**config.mk**
```make
export PLATFORM = sky130hd
export DESIGN_NAME = rx_stream_arbiter
export DESIGN_NICKNAME = d
export VERILOG_FILES = /design/src/rtl/rx_stream_arbiter_pkg.sv /design/src/rtl/rx_stream_arbiter_rr_arb2.sv /design/src/rtl/rx_stream_arbiter.sv
export SDC_FILE = /design/constraint.sdc
export NUM_CORES = 1
export LEC_CHECK = 0
export ABC_CLOCK_PERIOD_IN_PS = 3100
export BUFFER_PORTS_ARGS = -buffer_cell sky130_fd_sc_hd__buf_2
export CAP_MARGIN = 5
export CORE_UTILIZATION = 30
export CTS_CLUSTER_SIZE = 30
export DETAILED_ROUTE_END_ITERATION = 10
export HOLD_SLACK_MARGIN = 0.12
export PLACE_DENSITY = 0.6
export SETUP_SLACK_MARGIN = 0.1
export SYNTH_ARGS = -nofsm -noshare
export SYNTH_HDL_FRONTEND = slang
export SYNTH_SLANG_ARGS = --single-unit
export TNS_END_PERCENT = 30
```
**constraint.sdc**
```tcl
create_clock -name i_sys_clk -period 3.1 [get_ports i_sys_clk]
set_clock_uncertainty 0.15 [all_clocks]
set_input_delay 0.155 -clock i_sys_clk [delete_from_list [all_inputs] [get_ports i_sys_clk]]
set_output_delay 0.155 -clock i_sys_clk [all_outputs]
set_load 0.1 [all_outputs]
```
**src/rtl/rx_stream_arbiter_pkg.sv**
```systemverilog
// Shared types and constants for the SMI RX stream arbiter: FSM states, channel IDs, widths.
package rx_stream_arbiter_pkg;

  typedef enum logic [1:0] {
    ST_IDLE = 2'd0,
    ST_POP  = 2'd1,
    ST_WAIT = 2'd2,
    ST_SEND = 2'd3
  } state_e;

  localparam logic CH_09 = 1'b0;
  localparam logic CH_24 = 1'b1;

  localparam int unsigned WORD_W = 32;
  localparam int unsigned BYTE_W = 8;
  localparam int unsigned CNT_W  = 4;

  // Saturating increment for the per-grant word counter.
  function automatic logic [CNT_W-1:0] sat_inc(input logic [CNT_W-1:0] val,
                                               input logic [CNT_W-1:0] lim);
    logic [CNT_W-1:0] res;
    if (val >= lim) begin
      res = lim;
    end else begin
      res = val + 4'd1;
    end
    return res;
  endfunction

endpackage

```
**src/rtl/rx_stream_arbiter_rr_arb2.sv**
```systemverilog
// Combinational two-way arbiter: round-robin with a word quota, or ch0-wins fixed priority.
module rr_arb2
  import rx_stream_arbiter_pkg::*;
(
  input  logic [1:0] req,
  input  logic       last_grant,
  input  logic       cnt_full,
  input  logic       fixed_prio,
  output logic       gnt,
  output logic       gnt_valid
);

  // Grant selection; with no requester the last grant is held.
  always_comb begin
    gnt       = last_grant;
    gnt_valid = 1'b0;
    case (req)
      2'b01: begin
        gnt       = CH_09;
        gnt_valid = 1'b1;
      end
      2'b10: begin
        gnt       = CH_24;
        gnt_valid = 1'b1;
      end
      2'b11: begin
        gnt_valid = 1'b1;
        if (fixed_prio) begin
          gnt = CH_09;
        end else if (cnt_full) begin
          gnt = ~last_grant;
        end else begin
          gnt = last_grant;
        end
      end
      default: begin
        gnt       = last_grant;
        gnt_valid = 1'b0;
      end
    endcase
  end

endmodule

```
**src/rtl/rx_stream_arbiter.sv**
```systemverilog
// Shares the SMI RX byte path between two LVDS RX FIFOs: pops 32-bit words from the granted
// channel and serialises them MSB-first as bytes under a valid/ready handshake.
module rx_stream_arbiter
  import rx_stream_arbiter_pkg::*;
#(
  parameter int unsigned WORDS_PER_GRANT = 4
) (
  input  logic              i_sys_clk,
  input  logic              i_rst_b,
  input  logic [1:0]        i_chan_en,
  input  logic              i_fixed_prio,
  input  logic              i_ch0_empty,
  output logic              o_ch0_pop,
  input  logic [WORD_W-1:0] i_ch0_data,
  input  logic              i_ch1_empty,
  output logic              o_ch1_pop,
  input  logic [WORD_W-1:0] i_ch1_data,
  output logic [BYTE_W-1:0] o_smi_data,
  output logic              o_smi_valid,
  input  logic              i_smi_ready,
  output logic              o_smi_sof,
  output logic              o_smi_chan,
  output logic              o_busy
);

  state_e             state_r;
  state_e             state_s;
  logic               grant_r;
  logic [CNT_W-1:0]   grant_cnt_r;
  logic [WORD_W-1:0]  shreg_r;
  logic [1:0]         byte_idx_r;

  logic [1:0]         req_s;
  logic               cnt_full_s;
  logic               arb_gnt_s;
  logic               arb_valid_s;
  logic               accept_s;
  logic               last_byte_s;
  logic               arb_point_s;
  logic               arb_take_s;

  assign req_s       = i_chan_en & {~i_ch1_empty, ~i_ch0_empty};
  assign cnt_full_s  = (grant_cnt_r >= 4'(WORDS_PER_GRANT));
  assign accept_s    = (state_r == ST_SEND) & i_smi_ready;
  assign last_byte_s = accept_s & (byte_idx_r == 2'd3);
  assign arb_point_s = (state_r == ST_IDLE) | last_byte_s;
  assign arb_take_s  = arb_point_s & arb_valid_s;

  rr_arb2 u_arb (
    .req        (req_s),
    .last_grant (grant_r),
    .cnt_full   (cnt_full_s),
    .fixed_prio (i_fixed_prio),
    .gnt        (arb_gnt_s),
    .gnt_valid  (arb_valid_s)
  );

  // Next-state logic for the pop/wait/send sequence.
  always_comb begin
    state_s = state_r;
    case (state_r)
      ST_IDLE: begin
        if (arb_valid_s) begin
          state_s = ST_POP;
        end else begin
          state_s = ST_IDLE;
        end
      end
      ST_POP:  state_s = ST_WAIT;
      ST_WAIT: state_s = ST_SEND;
      ST_SEND: begin
        if (last_byte_s) begin
          state_s = arb_valid_s ? ST_POP : ST_IDLE;
        end else begin
          state_s = ST_SEND;
        end
      end
      default: state_s = ST_IDLE;
    endcase
  end

  // State, grant bookkeeping and the word shift register.
  always_ff @(posedge i_sys_clk or negedge i_rst_b) begin
    if (!i_rst_b) begin
      state_r     <= ST_IDLE;
      grant_r     <= CH_09;
      grant_cnt_r <= 4'd0;
      shreg_r     <= 32'd0;
      byte_idx_r  <= 2'd0;
    end else begin
      state_r <= state_s;
      // The quota counts words started on the current grant and restarts on a channel switch.
      if (arb_take_s) begin
        grant_r     <= arb_gnt_s;
        grant_cnt_r <= (arb_gnt_s == grant_r) ? grant_cnt_r : 4'd0;
      end else if (state_r == ST_WAIT) begin
        grant_cnt_r <= sat_inc(grant_cnt_r, 4'(WORDS_PER_GRANT));
      end else begin
        grant_cnt_r <= grant_cnt_r;
      end
      if (state_r == ST_WAIT) begin
        shreg_r    <= (grant_r == CH_24) ? i_ch1_data : i_ch0_data;
        byte_idx_r <= 2'd0;
      end else if (accept_s) begin
        shreg_r    <= {shreg_r[23:0], 8'h00};
        byte_idx_r <= byte_idx_r + 2'd1;
      end else begin
        shreg_r    <= shreg_r;
        byte_idx_r <= byte_idx_r;
      end
    end
  end

  assign o_ch0_pop   = (state_r == ST_POP) & (grant_r == CH_09);
  assign o_ch1_pop   = (state_r == ST_POP) & (grant_r == CH_24);
  assign o_smi_valid = (state_r == ST_SEND);
  assign o_smi_data  = (state_r == ST_SEND) ? shreg_r[31:24] : 8'h00;
  assign o_smi_sof   = (state_r == ST_SEND) & (byte_idx_r == 2'd0);
  assign o_smi_chan  = (state_r == ST_SEND) & grant_r;
  assign o_busy      = (state_r != ST_IDLE);

endmodule

```
# Word level (Yosys, flattened, before mapping)

Index checks and enable logic that the tools add are counted.

Register bits after elaboration: 41
Input port bits: 72
Output and inout bits: 14
Word-level logic and storage cells: 53

Add/subtract/negate cells: 2
Magnitude comparators: 1
Eq/ne operators: 9
Mux-type cells: 17
Bitwise operators: 12
Reductions and logical operators: 7

Operator list:

| kind                | count |
|---|---|
| $mux 32             | 3 |
| $mux 4              | 4 |
| $eq 2x2->1 const B  | 5 |
| $mux 8              | 1 |
| $pmux 2 s4          | 1 |
| $and 1x1->1         | 7 |
| $mux 2              | 3 |
| $reduce_bool 2->1   | 3 |
| $add 4x1->4 const B | 1 |
| $eq 2x1->1 const B  | 2 |
| $ge 4x3->1 const B  | 1 |
| $logic_not 2->1     | 2 |
| $mux 1              | 4 |
| $not 1->1           | 3 |
| $pmux 1 s3          | 1 |
| $reduce_or 3->1     | 1 |
| $add 2x1->2 const B | 1 |
| $and 2x2->2         | 1 |
| $ne 2x2->1 const B  | 1 |
| $reduce_and 2->1    | 1 |
| $eq 1x1->1          | 1 |
| $or 1x1->1          | 1 |

# Longest topological paths before layout

Gate-level depths: netlist (run 1).

Word-level depth: 8
Gate-level depth with buffers: 6
Depth with buffers taken out: 6

# Cells and area by module

From an unflattened synthesis (run 1), not the netlist that was laid out.

Cells, all modules: 209
Area, all modules: 2464.9 um^2

By module, submodules not included:

| module            | times used | cells each | area each (um^2) |
|---|---|---|---|
| rx_stream_arbiter | 1          | 204        | 2426.1 |
| rr_arb2           | 1          | 5          | 38.8 |

# Worst setup path after synthesis (run 1)

OpenSTA, ideal clock, no wires.

Kind: register -> output
From: register grant_r
To: output o_ch0_pop
Arrival: 3038 ps
Slack: -243 ps
Cell stages (with the launch flop): 5
Buffers on the path: 3
Cells stage by stage: dfrtp_1 -> buf_6 -> buf_8 -> buf_2 -> nor3b_1

Word-level cells in the longest chain between the ends: 2

RTL lines:

| what                   | RTL line                 | text |
|---|---|---|
| from (decl)            | rx_stream_arbiter.sv:28  | `logic grant_r;` |
| from (signal assigned) | rx_stream_arbiter.sv:94  | `grant_r <= arb_gnt_s;` |
| $not 1->1              | rx_stream_arbiter.sv:114 | `assign o_ch0_pop = (state_r == ST_POP) & (grant_r == CH_09);` |
| $and 1x1->1            | rx_stream_arbiter.sv:114 |  |
| to (decl)              | rx_stream_arbiter.sv:13  | `output logic o_ch0_pop,` |

Every way passes these cells.

# Final worst setup path (run 1)

From: register state_r[1]
To: register shreg_r[28]

Word-level cells in the longest chain between the ends: 3
Elaborated cells between the ends (all ways): 5

RTL lines:

| what                               | RTL line                 | text |
|---|---|---|
| from (decl)                        | rx_stream_arbiter.sv:26  | `state_e state_r;` |
| from (signal assigned)             | rx_stream_arbiter.sv:91  | `state_r <= state_s;` |
| $eq 2x2->1                         | rx_stream_arbiter.sv:44  | `assign accept_s = (state_r == ST_SEND) & i_smi_ready;` |
| $and 1x1->1                        | rx_stream_arbiter.sv:44  |  |
| $reduce_bool 2->1 (no source line) | --                       |  |
| to (signal assigned)               | rx_stream_arbiter.sv:102 | `shreg_r <= (grant_r == CH_24) ? i_ch1_data : i_ch0_data;` |
| to (signal assigned)               | rx_stream_arbiter.sv:105 | `shreg_r <= {shreg_r[23:0], 8'h00};` |
| to (signal assigned)               | rx_stream_arbiter.sv:108 | `shreg_r <= shreg_r;` |
| to (decl)                          | rx_stream_arbiter.sv:30  | `logic [WORD_W-1:0] shreg_r;` |

Parallel ways exist; a longest one is shown, timed or not.
A chain may end at the register's enable or synchronous reset.

==> results.sh, run 1 <==
export IMPL_r2r_start="state_r[1]$_DFF_PN0_"
export IMPL_first_pass_iters=4
export IMPL_final_core_util_pct=43.81
export IMPL_yosys_area_top_type="dfrtp_1"
export IMPL_cp_cell_sequence="nand2b_4 -> a211oi_2 -> dlygate4sd3_1 -> a31oi_1"
export IMPL_rr_worst_depth=4
export IMPL_drcViolationCount=0
export IMPL_coreArea_mm2=0.008217
export IMPL_dieArea_mm2=0.008893
export IMPL_drtIter0Drc=160
export IMPL_syn_num_nets=340
export IMPL_hold_path_class="input port to register"
export IMPL_die_w_um=94.31
export IMPL_synth_top_area_share_pct=40.14
export IMPL_route_met2_wl_mm=2.933
export IMPL_final_cell_area_mm2=0.003600
export IMPL_path_delay_family="flip-flops"
export IMPL_clockRootBuffer="clkbuf_8"
export IMPL_synth_area_mm2=0.002556
export IMPL_period_minus_slack_ns=2.581
export IMPL_hp_start="i_ch0_data[11]"
export IMPL_holdWs_ns=0.1253
export IMPL_clock_path_buffers=2
export IMPL_postPlaceCellArea_mm2=0.002975
export IMPL_period_share_pct=83.26
export IMPL_drive_gt1_share_pct=32.90
export IMPL_place_congestion=0.7122
export IMPL_cp_data_required_time_ns=3.08
export IMPL_cts_tree="done"
export IMPL_hpwlAfterDp_mm=3.982
export IMPL_synth_seq_cells=41
export IMPL_n_antenna_cell=0
export IMPL_grt_max_degree=73
export IMPL_p_per_area_mw_per_mm2=909.8
export IMPL_seq_area_frac_synth_pct=40.14
export IMPL_area_growth_pct=40.82
export IMPL_antenna_found_initial=0
export IMPL_finalPower_w=0.003275
export IMPL_peakVddDrop_mv=0.3457
export IMPL_route_top_layer_used="met4"
export IMPL_syn_inst=265
export IMPL_port_buffer_count=85
export IMPL_grt_util_all_layers_pct=14.30
export IMPL_ys_flop_type="dfrtp_1"
export IMPL_wire_per_inst_um=12.38
export IMPL_setup_violations=0
export IMPL_r2r_end="shreg_r[28]$_DFFE_PN0P_"
export IMPL_synthArstFlopShare_pct=100.0
export IMPL_clock_fmax_mhz=387.4
export IMPL_slew_headroom_pct=39.32
export IMPL_wl_met1_mm=2.799
export IMPL_drv_slew=0
export IMPL_layout_common_cells="buf_2, dlygate4sd3_1, nand2_1"
export IMPL_worst_path_buf_inv=1
export IMPL_vias_per_cell=4.770
export IMPL_drv_cap=0
export IMPL_layout_nets=461
export IMPL_crit_slowest_cell="dfrtp_1"
export IMPL_cp_end_kind="register"
export IMPL_reg2reg_slack_ns=0.52
export IMPL_final_common_cell="buf_2"
export IMPL_grt_pass1_wl_mm=9.915
export IMPL_die_h_um=94.31
export IMPL_rsz0062_at_grt="false"
export IMPL_cts_sinks=41
export IMPL_cts_buffers_inserted=5
export IMPL_critical_path_peak_fanout=72
export IMPL_postCtsSetupBuffers=0
export IMPL_ant_nets=0
export IMPL_rows=33
export IMPL_cp_data_arrival_time_ns=2.56
export IMPL_tns_ns=0
export IMPL_tightest_slew_ns=0.9102
export IMPL_criticalPathCategory="register to register"
export IMPL_hold_end="shreg_r[11]$_DFFE_PN0P_"
export IMPL_grt_pass1_vias=2183
export IMPL_yosys_warnings=0
export IMPL_startpoint="state_r[1]$_DFF_PN0_"
export IMPL_dr_wl_met3_um=270
export IMPL_leakage_nw=1.682
export IMPL_hold_depth=4
export IMPL_avgSynthCellArea_um2=9.646
export IMPL_worstSkewPairLatency_ns=0.29
export IMPL_synth_cell_type_count=40
export IMPL_synth_edf_count=0
export IMPL_cts_htree_levels=2
export IMPL_start_util_pct=31.11
export IMPL_overflow=0
export IMPL_hold_viol=0
export IMPL_path_clk_slew_ns=0.08
export IMPL_ios=86
export IMPL_status="completed"
export IMPL_cp_start_kind="register"
export IMPL_routed_wl_mm=6.081
export IMPL_synthTopCellsByArea="dfrtp_1, a211oi_2, nand2_1, a31oi_1, mux2i_1"
export IMPL_cpPeakStageDelay_ns=0.66
export IMPL_num_vias=2342
-- synthesized netlist by cell type (2+ instances only) --
master,count
o21ai_1,11
nor2_1,3
buf_6,7
ha_1,3
a21oi_1,2
nand3_1,9
nand3b_1,2
mux2i_1,9
inv_1,3
a211oi_2,22
and3_1,13
nand2_1,51
buf_2,8
nand2b_4,2
dfrtp_1,41
a31oi_1,25
clkbuf_1,5
a211oi_1,2
nand2_2,2
buf_4,2
nor2b_1,12
nand2b_1,2
and2b_1,12
-- kinds of logic after synthesis --
kind of cell | Yosys count | share of synthesized area (%)
buf+inv | 27 | 7.146
mux | 9 | 3.524
flops | 41 | 40.14
fa+ha+maj | 3 | 1.469
compound gates | 69 | 23.25
simple gates | 116 | 24.47
-- worst max-delay path by stage --
stage,to,cells after the start
2_1_floorplan,o_ch0_pop,4
3_3_place_gp,shreg_r[30]$_DFFE_PN0P_,3
3_5_place_dp,shreg_r[26]$_DFFE_PN0P_,3
4_1_cts,shreg_r[18]$_DFFE_PN0P_,4
5_1_grt,shreg_r[29]$_DFFE_PN0P_,4
6_report,shreg_r[28]$_DFFE_PN0P_,4
-- power breakdown --
group	total [W]	internal (W)	switching (W)
registers	0.000987	0.000770	0.000217
logic	0.00188	0.000604	0.00127
clock network	0.000412	0.000234	0.000178
-- per-layer routing --
layer  vias up  track usage, %
met5         -               0
met4         0           5.000
met3         8           2.427
met2        61           23.79
met1      1081           18.63
li1       1192               -
-- state kept, by name (all words and copies together) (netlist names) --
signal	flops
shreg_r	32
state_r	2
byte_idx_r	2
grant_r	1
grant_cnt_r	4
-- tightest hold or removal path, stage by stage --
cell and delay [ns]:
buf_2 0.07, and2b_1 0.12, a211oi_2 0.04, a31oi_1 0.13
-- per-stage QoR --
| step | cells | worst slack [ns] |
|---|---|---|
| 2_1_floorplan | 265 | 0.7526 |
| 3_3_place_gp | 432 | 1.098 |
| 3_5_place_dp | 432 | 1.021 |
| 4_1_cts | 491 | 0.5303 |
| 5_1_grt | 491 | 0.3461 |
| 6_report | 491 | 0.5190 |
-- timing repair --
item                                   CTS  global route
resized for setup                        0             0
endpoints found under the hold margin   75             0
hold buffers                            52             0
-- final cells by class --
| cell class | instances | area [um2] |
|---|---|---|
| Tap cell | 105 | 131.4 |
| Sequential cell | 41 | 1027 |
| Inverter | 3 | 11.26 |
| Clock buffer | 5 | 68.82 |
| Timing Repair Buffer | 138 | 965.9 |
| Fill cell | 802 | 4617 |
| Clock inverter | 2 | 35.03 |
| Multi-Input combinational cell | 197 | 1360 |
Note: power is estimated with default switching activity, not from simulation.
==> run 2: changes to the inputs <==
- ABC_CLOCK_PERIOD_IN_PS: 3100 -> 2100
- PLACE_DENSITY: 0.6 -> 0.62
- clock period: 3.1 -> 2.1 ns (I/O delays scaled with it)
==> run 2 against run 1 <==
Against the previous run:
- combinational power rose by 66%
- routed wire length rose by 22%
- utilization rose by 4.6 points
- register-to-register slack got worse by 0.33 ns
- sequential cell count did not move
- non-clock buffer count rose by 29
- critical path type unchanged
- largest power group unchanged
==> results.sh, run 2 (synthesis gave the netlist of run 1 again) <==
export IMPL_status="completed"
export IMPL_placedCellCount=439
export IMPL_final_core_util_pct=48.42
export IMPL_largest_reg_flops=32
export IMPL_start_util_pct=31.11
export IMPL_cp_end_kind="register"
export IMPL_p_per_area_mw_per_mm2=1297
export IMPL_criticalPathCategory="register to register"
export IMPL_grt_pass1_vias=2561
export IMPL_die_w_um=94.31
export IMPL_hpwlAfterDp_mm=4.265
export IMPL_largest_register="shreg_r"
export IMPL_cp_data_arrival_time_ns=1.94
export IMPL_setup_violations=0
export IMPL_clockRootBuffer="clkbuf_8"
export IMPL_cts_tree="done"
export IMPL_first_pass_iters=4
export IMPL_reg2reg_slack_ns=0.19
export IMPL_drive_gt1_share_pct=33.17
export IMPL_use_met1_pct=20.29
export IMPL_worstSkewPairLatency_ns=0.30
export IMPL_grt_util_all_layers_pct=16.80
export IMPL_slew_headroom_pct=38.85
export IMPL_hold_path_class="input port to register"
export IMPL_clock_path_buffers=2
export IMPL_hold_viol=0
export IMPL_ant_nets=0
export IMPL_area_growth_pct=55.65
export IMPL_cp_data_required_time_ns=2.13
export IMPL_period_minus_slack_ns=1.907
export IMPL_tightest_slew_ns=0.9172
export IMPL_stdcell_count=521
export IMPL_routed_wl_mm=7.444
export IMPL_peakVddDrop_mv=0.5209
export IMPL_regArea_mm2=0.001028
export IMPL_holdWs_ns=0.1353
export IMPL_fillers=758
export IMPL_postPlaceCellArea_mm2=0.003087
export IMPL_multi_input_area_mm2=0.001366
export IMPL_rows=33
export IMPL_r2r_start="state_r[0]$_DFF_PN0_"
export IMPL_grt_use_met2_pct=29.47
export IMPL_tns_ns=0
export IMPL_period_share_pct=90.81
export IMPL_drtIter0Drc=163
export IMPL_final_cell_area_mm2=0.003979
export IMPL_hp_start="i_ch0_data[10]"
export IMPL_use_met3_pct=3.236
export IMPL_port_buffer_count=85
export IMPL_final_common_cell="buf_2"
export IMPL_cts_sinks=41
export IMPL_leakage_nw=1.838
export IMPL_hold_end="shreg_r[10]$_DFFE_PN0P_"
export IMPL_drcViolationCount=0
export IMPL_cp_start_kind="register"
export IMPL_rsz0062_at_grt="false"
export IMPL_die_h_um=94.31
export IMPL_top_regs="shreg_r x32, grant_cnt_r x4"
export IMPL_clock_fmax_mhz=524.4
export IMPL_cts_htree_levels=2
export IMPL_num_vias=2537
export IMPL_rr_worst_depth=5
export IMPL_drv_slew=0
export IMPL_critical_path_peak_fanout=23
export IMPL_hold_depth=4
export IMPL_dieArea_mm2=0.008893
export IMPL_place_congestion=0.7696
export IMPL_layout_nets=490
export IMPL_wire_per_inst_um=14.29
export IMPL_overflow=0
export IMPL_busiest_layer="met2"
export IMPL_antenna_found_initial=0
export IMPL_grt_pass1_wl_mm=11.47
export IMPL_vias_per_cell=4.869
export IMPL_ios=86
export IMPL_drv_cap=0
export IMPL_path_clk_slew_ns=0.08
export IMPL_coreArea_mm2=0.008217
export IMPL_n_antenna_cell=0
export IMPL_postCtsSetupBuffers=0
export IMPL_layout_common_cells="buf_2, dlygate4sd3_1, nand2_1"
export IMPL_cts_buffers_inserted=5
export IMPL_grt_max_degree=61
export IMPL_r2r_end="shreg_r[8]$_DFFE_PN0P_"
## run 2: cell types whose count changed in the layout (fill, tap and decap cells not counted), sizes merged
cell         before  now
clkinvlp          0    1
buf              86   93
dlygate4sd3      52   72
clkbuf            5    7
## run 2: power breakdown
group          switching, W  internal (W)  leakage, nW
Clock              0.000284      0.000356       0.0543
Sequential         0.000245       0.00114        0.516
Combinational       0.00206       0.00108         1.27
## run 2: worst max-delay path by stage
stage | slack, ns | from | to
5_1_grt | 0.11 | grant_r$_DFFE_PN0P_ | shreg_r[14]$_DFFE_PN0P_
3_3_place_gp | 0.52 | state_r[1]$_DFF_PN0_ | shreg_r[23]$_DFFE_PN0P_
3_5_place_dp | 0.47 | state_r[1]$_DFF_PN0_ | shreg_r[28]$_DFFE_PN0P_
4_1_cts | 0.13 | state_r[0]$_DFF_PN0_ | shreg_r[8]$_DFFE_PN0P_
2_1_floorplan | 0.17 | grant_r$_DFFE_PN0P_ | o_ch0_pop
6_report | 0.19 | state_r[0]$_DFF_PN0_ | shreg_r[8]$_DFFE_PN0P_
## run 2: layer usage
layer / part of all wire (%) / wire length [um]
met5: 0 / 0
met4: 2.2 / 161
met3: 4.1 / 303
met2: 51 / 3761
met1: 43 / 3218
## run 2: per-stage QoR
stage,power [W],worst slack (ns)
after global routing,0.005480,0.1125
after floorplan,0.003738,0.1735
after CTS,0.005053,0.1311
after global placement,0.004201,0.5153
final,0.005159,0.1930
after detailed placement,0.004265,0.4709
## run 2: what timing repair did
| action | 4_1_cts | 5_1_grt |
|---|---|---|
| hold buffers | 72 | 0 |
| endpoints found under the hold margin | 76 | 0 |
| resized for setup | 0 | 2 |
| endpoints found under the setup margin | 0 | 8 |
## run 2: worst max-delay path, stage by stage (launching register included)
cell and delay, ns:
dfrtp_2 0.45, nand2b_4 0.19, buf_12 0.18, a211oi_2 0.20, dlygate4sd3_1 0.58, a31oi_1 0.04
## run 2: layout make-up
class / instances / area share [%]
multi-input combinational: 197 / 34.34
timing repair buffer: 167 / 33.33
sequential: 41 / 25.85
tap: 105 / 3.302
clock buffer: 5 / 1.730
clock inverter: 3 / 1.164
inverter: 3 / 0.2830
==> run 3: changes to the inputs <==
- BUFFER_PORTS_ARGS: -buffer_cell sky130_fd_sc_hd__buf_2 -> -buffer_cell sky130_fd_sc_hd__buf_4
- TNS_END_PERCENT: 30 -> 20
==> run 3 against run 2 <==
Against the previous run:
- die area did not move
- routed wire length fell by 3.7%
- sequential share of layout area is 0.80 points lower
- final cell count decreased by 0.58%
- via count fell by 2.6%
- clock-buffer cell count up 1
- critical endpoint is now shreg_r[1]$_DFFE_PN0P_
- highest routed layer unchanged
==> results.sh, run 3 (synthesis gave the netlist of run 1 again) <==
export IMPL_status="completed"
export IMPL_area_growth_pct=60.40
export IMPL_antenna_found_initial=0
export IMPL_leakage_nw=1.861
export IMPL_fin_ws_ns=0.1704
export IMPL_die_w_um=94.31
export IMPL_clockRootBuffer="clkbuf_8"
export IMPL_cp_data_arrival_time_ns=1.95
export IMPL_layout_nets=487
export IMPL_criticalPathCategory="register to register"
export IMPL_wire_per_inst_um=13.84
export IMPL_num_vias=2472
export IMPL_die_h_um=94.31
export IMPL_clock_path_buffers=2
export IMPL_routed_wl_mm=7.171
export IMPL_dr_wl_met3_um=323
export IMPL_drv_cap=0
export IMPL_hpwlAfterDp_mm=4.236
export IMPL_hp_start="i_ch0_data[14]"
export IMPL_drive_gt1_share_pct=32.93
export IMPL_rows=33
export IMPL_cts_buffers_inserted=5
export IMPL_grt_pass1_wl_mm=11.30
export IMPL_worstSkewPairLatency_ns=0.29
export IMPL_cts_tree="done"
export IMPL_place_ws_ns=0.4722
export IMPL_sw_frac_of_total_pct=49.41
export IMPL_hold_viol=0
export IMPL_final_common_cell="buf_4"
export IMPL_cts_sinks=41
export IMPL_ios=86
export IMPL_holdWs_ns=0.1451
export IMPL_start_util_pct=31.11
export IMPL_slew_headroom_pct=64.29
export IMPL_comb_power_share_pct=60.4
export IMPL_period_minus_slack_ns=1.930
export IMPL_layout_common_cells="buf_4, dlygate4sd3_1, nand2_1"
export IMPL_largest_reg_flops=32
export IMPL_final_core_util_pct=49.90
export IMPL_coreArea_mm2=0.008217
export IMPL_route_top_layer_used="met4"
export IMPL_cp_end_kind="register"
export IMPL_dieArea_mm2=0.008893
export IMPL_pwr_share_clk_pct=12.9
export IMPL_tightest_slew_ns=0.5356
export IMPL_p_switching_w=0.002548
export IMPL_peakVddDrop_mv=0.5055
export IMPL_hold_end="shreg_r[14]$_DFFE_PN0P_"
export IMPL_place_congestion=0.6937
export IMPL_grt_max_degree=59
export IMPL_p_per_area_mw_per_mm2=1258
export IMPL_hold_depth=4
export IMPL_postCtsSetupBuffers=0
export IMPL_path_clk_slew_ns=0.08
export IMPL_clock_fmax_mhz=518.2
export IMPL_rr_worst_depth=4
export IMPL_r2r_start="grant_r$_DFFE_PN0P_"
export IMPL_vias_per_cell=4.772
export IMPL_p_int_w=0.002608
export IMPL_p_seq_share_pct=26.7
export IMPL_largest_register="shreg_r"
export IMPL_rsz0062_at_grt="false"
export IMPL_reg2reg_slack_ns=0.17
export IMPL_drcViolationCount=0
export IMPL_route_met2_wl_mm=3.576
export IMPL_grt_util_all_layers_pct=16.50
export IMPL_period_share_pct=91.89
export IMPL_ant_nets=0
export IMPL_cts_resized=0
export IMPL_first_pass_iters=4
export IMPL_r2r_end="shreg_r[1]$_DFFE_PN0P_"
export IMPL_grt_pass1_vias=2419
export IMPL_top_regs="shreg_r x32, grant_cnt_r x4"
export IMPL_critical_path_peak_fanout=29
export IMPL_cp_start_kind="register"
export IMPL_port_buffer_count=85
export IMPL_hold_path_class="input port to register"
export IMPL_setup_violations=0
export IMPL_n_antenna_cell=0
export IMPL_tns_ns=0
export IMPL_wl_met1_mm=3.150
export IMPL_cp_data_required_time_ns=2.12
export IMPL_drtIter0Drc=128
export IMPL_finalPower_w=0.005156
export IMPL_cts_htree_levels=2
export IMPL_drv_slew=0
export IMPL_overflow=0
## run 3: critical path, stage by stage, from the launching register on
cell	delay [ns]
dfrtp_2	0.55
buf_12	0.22
mux2i_1	0.21
dlygate4sd3_1	0.58
o21ai_1	0.06
## run 3: worst max-delay path by stage
stage | from | to | cells after the start
after floorplan | grant_r$_DFFE_PN0P_ | o_ch0_pop | 4
after global placement | grant_r$_DFFE_PN0P_ | shreg_r[17]$_DFFE_PN0P_ | 4
after detailed placement | state_r[0]$_DFF_PN0_ | shreg_r[18]$_DFFE_PN0P_ | 5
after CTS | grant_r$_DFFE_PN0P_ | shreg_r[0]$_DFFE_PN0P_ | 4
after global routing | grant_r$_DFFE_PN0P_ | shreg_r[1]$_DFFE_PN0P_ | 4
final | grant_r$_DFFE_PN0P_ | shreg_r[1]$_DFFE_PN0P_ | 4
## run 3: repair_timing
item | CTS | global route
setup endpoints to repair | 0 | 5
hold endpoints to repair | 75 | 0
hold buffers | 70 | 0
## run 3: area by class of cell
class / instances / area, um2
Sequential cell: 41 / 1027
Fill cell: 744 / 4116
Timing Repair Buffer: 164 / 1449
Inverter: 3 / 11.26
Tap cell: 105 / 131.4
Clock buffer: 6 / 82.58
Clock inverter: 2 / 37.54
Multi-Input combinational cell: 197 / 1361
## run 3: power by group through the flow
stage / combinational, W / clock [W] / sequential, W
after CTS: 0.00308 / 0.000679 / 0.00136
after detailed placement: 0.00294 / 0 / 0.00138
final: 0.00311 / 0.000667 / 0.00137
after global routing: 0.00334 / 0.000716 / 0.00142
after global placement: 0.00289 / 0 / 0.00137
after floorplan: 0.00245 / 0 / 0.00129
## run 3: routing by layer
metal  vias to the layer above  track usage (%)
met5                         -                0
met4                         0            5.128
met3                        10            4.126
met2                        65            27.23
met1                      1157            21.10
li1                       1240                -
## run 3: through the flow
step | std cells | area [um2]
2_1_floorplan | 265 | 2567
3_3_place_gp | 439 | 3254
3_5_place_dp | 439 | 3254
4_1_cts | 517 | 4075
5_1_grt | 518 | 4100
6_report | 518 | 4100
